`config.mk`:
```
export PLATFORM = sky130hd
export DESIGN_NAME = divider
export DESIGN_NICKNAME = d
export VERILOG_FILES = /design/src/rtl/calc_pkg.sv /design/src/rtl/subtractor.sv /design/src/rtl/divider.sv
export SDC_FILE = /design/constraint.sdc
export NUM_CORES = 1
export LEC_CHECK = 0
export CAP_MARGIN = 10
export CORE_ASPECT_RATIO = 2
export CORE_MARGIN = 4
export CORE_UTILIZATION = 48
export CTS_BUF_LIST = sky130_fd_sc_hd__clkbuf_4 sky130_fd_sc_hd__clkbuf_8 sky130_fd_sc_hd__clkbuf_16
export DETAILED_ROUTE_END_ITERATION = 8
export GPL_TIMING_DRIVEN = 1
export PLACE_DENSITY = 0.76
export SLEW_MARGIN = 5
export SYNTH_ARGS = -nofsm -noshare
export SYNTH_HDL_FRONTEND = slang
export SYNTH_SLANG_ARGS = --single-unit
```
`constraint.sdc`:
```
create_clock -name clk -period 2.2 [get_ports clk]
set_input_delay 0.55 -clock clk [delete_from_list [all_inputs] [get_ports clk]]
set_output_delay 0.55 -clock clk [all_outputs]
set_load 0.02 [all_outputs]
```
`src/rtl/calc_pkg.sv`:
```
// Shared definitions for the calculator arithmetic unit.
// Holds the default datapath width and the divider state encoding.
package calc_pkg;

    localparam int DATA_WIDTH = 8;

    typedef enum logic [1:0] {
        IDLE,
        CALC,
        DONE
    } div_state_t;

endpackage

```
`src/rtl/subtractor.sv`:
```
// Combinational unsigned subtractor, the counterpart of the calculator adder.
// borrow_o is the difference MSB, so operands are given one guard bit by the caller.
module subtractor #(
    parameter int WIDTH = 9
) (
    input  logic [WIDTH-1:0] a_i,
    input  logic [WIDTH-1:0] b_i,
    output logic [WIDTH-1:0] diff_o,
    output logic             borrow_o
);

    assign diff_o   = a_i - b_i;
    assign borrow_o = diff_o[WIDTH-1];

endmodule

```
`src/rtl/divider.sv`:
```
// Sequential restoring divider: one quotient bit per clock, start/busy/done handshake.
// Divide-by-zero skips the iterations and reports all-ones quotient with the dividend as remainder.
module divider
    import calc_pkg::*;
#(
    parameter int WIDTH = DATA_WIDTH
) (
    input  logic             clk,
    input  logic             reset,
    input  logic             start,
    input  logic [WIDTH-1:0] A,
    input  logic [WIDTH-1:0] B,
    output logic             busy,
    output logic             done,
    output logic [WIDTH-1:0] quotient,
    output logic [WIDTH-1:0] remainder,
    output logic             div_by_zero
);

    localparam int CW = (WIDTH > 1) ? $clog2(WIDTH) : 1;

    div_state_t       state_q, state_d;
    logic [CW-1:0]    cnt_q, cnt_d;
    logic [WIDTH-1:0] q_q, q_d;
    logic [WIDTH-1:0] d_q, d_d;
    logic [WIDTH:0]   r_q, r_d;
    logic             busy_q, busy_d;
    logic             done_q, done_d;
    logic [WIDTH-1:0] quot_q, quot_d;
    logic [WIDTH-1:0] rem_q, rem_d;
    logic             dbz_q, dbz_d;

    logic [WIDTH:0]   trial;
    logic [WIDTH:0]   diff;
    logic             borrow;
    logic             unused_r_msb;

    // R never exceeds the divisor, so its guard bit only matters inside the trial subtraction.
    assign unused_r_msb = r_q[WIDTH];
    assign trial        = {r_q[WIDTH-1:0], q_q[WIDTH-1]};

    subtractor #(
        .WIDTH(WIDTH + 1)
    ) u_sub (
        .a_i     (trial),
        .b_i     ({1'b0, d_q}),
        .diff_o  (diff),
        .borrow_o(borrow)
    );

    // NOTE: every variable gets its hold value first so no path through the case infers a latch.
    always_comb begin
        state_d = state_q;
        cnt_d   = cnt_q;
        q_d     = q_q;
        d_d     = d_q;
        r_d     = r_q;
        quot_d  = quot_q;
        rem_d   = rem_q;
        dbz_d   = dbz_q;
        done_d  = 1'b0;

        case (state_q)
            IDLE: begin
                if (start) begin
                    q_d   = A;
                    d_d   = B;
                    r_d   = '0;
                    cnt_d = CW'(WIDTH - 1);
                    dbz_d = 1'b0;
                    if (B == '0) begin
                        state_d = DONE;
                        done_d  = 1'b1;
                        quot_d  = '1;
                        rem_d   = A;
                        dbz_d   = 1'b1;
                    end else begin
                        state_d = CALC;
                    end
                end
            end
            CALC: begin
                r_d   = borrow ? trial : diff;
                q_d   = {q_q[WIDTH-2:0], ~borrow};
                cnt_d = cnt_q - 1'b1;
                if (cnt_q == '0) begin
                    state_d = DONE;
                    done_d  = 1'b1;
                    quot_d  = q_d;
                    rem_d   = r_d[WIDTH-1:0];
                end
            end
            DONE:    state_d = IDLE;
            default: state_d = IDLE;
        endcase

        busy_d = (state_d != IDLE);
    end

    // NOTE: sequential state uses non-blocking assignments so all registers update together.
    always_ff @(posedge clk) begin
        if (reset) begin
            state_q <= IDLE;
            cnt_q   <= '0;
            q_q     <= '0;
            d_q     <= '0;
            r_q     <= '0;
            busy_q  <= 1'b0;
            done_q  <= 1'b0;
            quot_q  <= '0;
            rem_q   <= '0;
            dbz_q   <= 1'b0;
        end else begin
            state_q <= state_d;
            cnt_q   <= cnt_d;
            q_q     <= q_d;
            d_q     <= d_d;
            r_q     <= r_d;
            busy_q  <= busy_d;
            done_q  <= done_d;
            quot_q  <= quot_d;
            rem_q   <= rem_d;
            dbz_q   <= dbz_d;
        end
    end

    assign busy        = busy_q;
    assign done        = done_q;
    assign quotient    = quot_q;
    assign remainder   = rem_q;
    assign div_by_zero = dbz_q;

endmodule

```
==> flow_summary.json <==
{
  "cellLeakagePower_uw": 0.001380,
  "violations": "setup timing",
  "tns_ps": -1188,
  "ant_nets": 0,
  "status": "finished with violations",
  "synth_cell_type_count": 45,
  "wl_um": 7654,
  "vdd_drop_max_uv": 772.3,
  "core_area_um2": 4686,
  "p_total_uw": 2947,
  "synth_area_leaders": "dfxtp_1, a21oi_1, nand2_1",
  "dr_total_vias": 2530,
  "cts_max_level": 2,
  "drc": 0,
  "numCtsBuffers": 5,
  "finalMaxSlewViolations": 0,
  "postSynthCellCount": 296,
  "synth_edf_count": 0,
  "synthArstFlopShare": 0,
  "synth_top_family_by_area": "compound AO/OA/AOI/OAI gates",
  "synth_top_area_share": 0.4070,
  "numPortBuffers": 37,
  "start_util": 0.5039,
  "clk_pin_slew_ps": 90,
  "grt_pass1_vias": 2647,
  "cts-hold-fix-buffers": 0,
  "dpl.hpwl_um": 5152,
  "min_period_ps": 2323,
  "place.gp.congestion": 0.8480,
  "synth_most_common_cell": "dfxtp_1",
  "hold_end": "d_q[2]",
  "cp_data_arrival_time_ps": 2530,
  "drive_above_1_share": 0.2406,
  "dieArea_um2": 6173,
  "post-route-util": 0.7332,
  "first_pass_iters": 4,
  "fin_worst_skew_ps": 7.070,
  "die_w_um": 57.59,
  "layout.nets": 404,
  "synthMuxAreaShare": 0.004240,
  "postLayoutCellArea_um2": 3436,
  "syn2layout_area_growth_pct": 45.52,
  "die_h_um": 107.2,
  "synth_area_um2": 2361,
  "worstSetupPathType": "flip-flop to flip-flop",
  "cts_tree": "done",
  "cap_violations": 0,
  "placed_area_um2": 3084,
  "setup_viol": 16,
  "synth-adder-area-share": 0.06147,
  "clock-sinks": 48,
  "r2r_end": "remainder[0]",
  "synth.largest_area_cell": "dfxtp_1",
  "slew-limit-headroom": 0.6881,
  "yosysSeqAreaShare": 0.4070,
  "worstMarginPinSlew_ps": 467.8,
  "r2r_cells": 10,
  "worst_setup_path_start_kind": "flip-flop",
  "final.setup.worst_slack_ps": -123.4,
  "n_fill_cell": 331,
  "r2r-start": "q_q[7]",
  "critPathRequiredTime_ps": 2410,
  "syn-num-nets": 326,
  "vias_per_cell": 5.897,
  "insertion_delay_ps": 300,
  "num_antenna_cells": 0,
  "min_from": "d_q[2]",
  "hold_depth": 2,
  "synth_compound_gate_area_share": 0.2379,
  "pin_count": 38,
  "grt_max_degree": 21,
  "hold_path.class": "flip-flop to flip-flop",
  "track_usage": 0.2579,
  "syn_area_per_cell_um2": 7.976,
  "rsz0062_at_grt": "true",
  "cts-root-buf": "clkbuf_8",
  "synth-xor-area-share": 0.01855,
  "synth_warnings": 0,
  "ys_dominant_reg_cell": "dfxtp_1",
  "cp_max_fo": 5,
  "hold_violations": 0,
  "pre_cts_slack_ps": -199.2,
  "grt_pass1_wl_um": 12350,
  "rows": 35,
  "power_density_nw_per_um2": 857.7,
  "synth-simple-area-share": 0.2210,
  "synth-seq-cells": 48,
  "detail_route.wl_per_cell_um": 17.84,
  "fin_crit_sh": 1.056,
  "yosys-top-cells-count": "dfxtp_1, nand2_1, a21oi_1, nor2_1, nor3_1",
  "cts_max_path_buffers": 2,
  "max_clock_freq_mhz": 430.4,
  "critPathCaptureType": "flip-flop",
  "antenna_found_initial": 0,
  "r2r_setup_slack_ps": -120,
  "drtIter0Drc": 84,
  "grt-ovfl-total": 0
}
[critical path, cell delays in order, from the launching register on]
cell	delay, ps
dfxtp_2	350
inv_2	50
ha_4	150
inv_2	50
fa_2	220
a211oi_4	80
or4_4	550
a21oi_4	250
nor2_4	90
o211a_1	260
o21ba_1	180
[cell type report]
class                   instances  area (µm²)  area share
repair buffers                 87       782.0      0.2276
multi-input cells             217        1436      0.4181
clock buffers                   5       68.82     0.02003
inverters                      15       56.30     0.01639
clock inverters                 2       60.06     0.01748
well taps                      55       68.82     0.02003
flip-flops and latches         48       963.4      0.2804
[power by group]
part / internal, µW / leakage, µW / switching, µW / total (µW)
registers: 955 / 0.000394 / 61.7 / 1020
clock network: 447 / 0.0000642 / 298 / 745
logic: 544 / 0.000922 / 642 / 1190
[layout by cell type (no fill, tap or decap), types with 4 or more instances in the layout]
master            n
a31oi_1           4
nor2_1           30
clkdlybuf4s50_1  37
a21oi_1          30
and2_1            4
a211oi_1          7
o21ai_0           4
dfxtp_1          46
buf_4            45
xnor2_1           4
o21ai_1           7
clkbuf_8          5
nand2_1          35
nor3_1           21
inv_1            13
o21a_1            6
ha_1              8
[worst max path at each step]
| stage | from | end | slack (ps) | cells after the start |
|---|---|---|---|---|
| 4_1_cts | q_q[7] | remainder[3] | -130 | 12 |
| 5_1_grt | q_q[7] | r_q[0] | -200 | 10 |
| 2_1_floorplan | q_q[7] | remainder[7] | 4 | 10 |
| 3_5_place_dp | q_q[7] | remainder[5] | -200 | 11 |
| 6_report | q_q[7] | remainder[0] | -120 | 10 |
| 3_3_place_gp | q_q[7] | remainder[5] | -140 | 12 |
[through the flow]
step	hold slack, ps	cells
floorplan	436.3	296
global placement	446.5	414
detailed placement	450.3	414
CTS	461.8	428
global route	481.3	429
finish	465.9	429
[timing repair]
| action | CTS | global route |
|---|---|---|
| resized for setup | 33 | 10 |
| setup buffers | 8 | 1 |
| pin swaps | 26 | 12 |
| endpoints found under the setup margin | 17 | 18 |
[state kept, by name, summed over array words and instances, names as in the netlist]
register	flops
busy	1
cnt_q	3
d_q	8
div_by_zero	1
done	1
q_q	8
quotient	8
r_q	8
remainder	8
state_q	2
[metal layers]
| metal | global-route usage | routed length (µm) |
|---|---|---|
| met5 | 0 | 0 |
| met4 | 0.1774 | 459 |
| met3 | 0.03494 | 294 |
| met1 | 0.2612 | 2813 |
| met2 | 0.4652 | 4087 |
[kinds of logic (layout without fill, tap and decap cells)]
logic type / count (synthesis) / after routing
fa+ha+maj: 11 / 11
simple gates: 114 / 114
xor+xnor: 5 / 5
compound gates: 86 / 86
mux: 1 / 1
buf+inv: 31 / 109
flops: 48 / 48
Note: power is estimated with default switching activity, not from simulation.
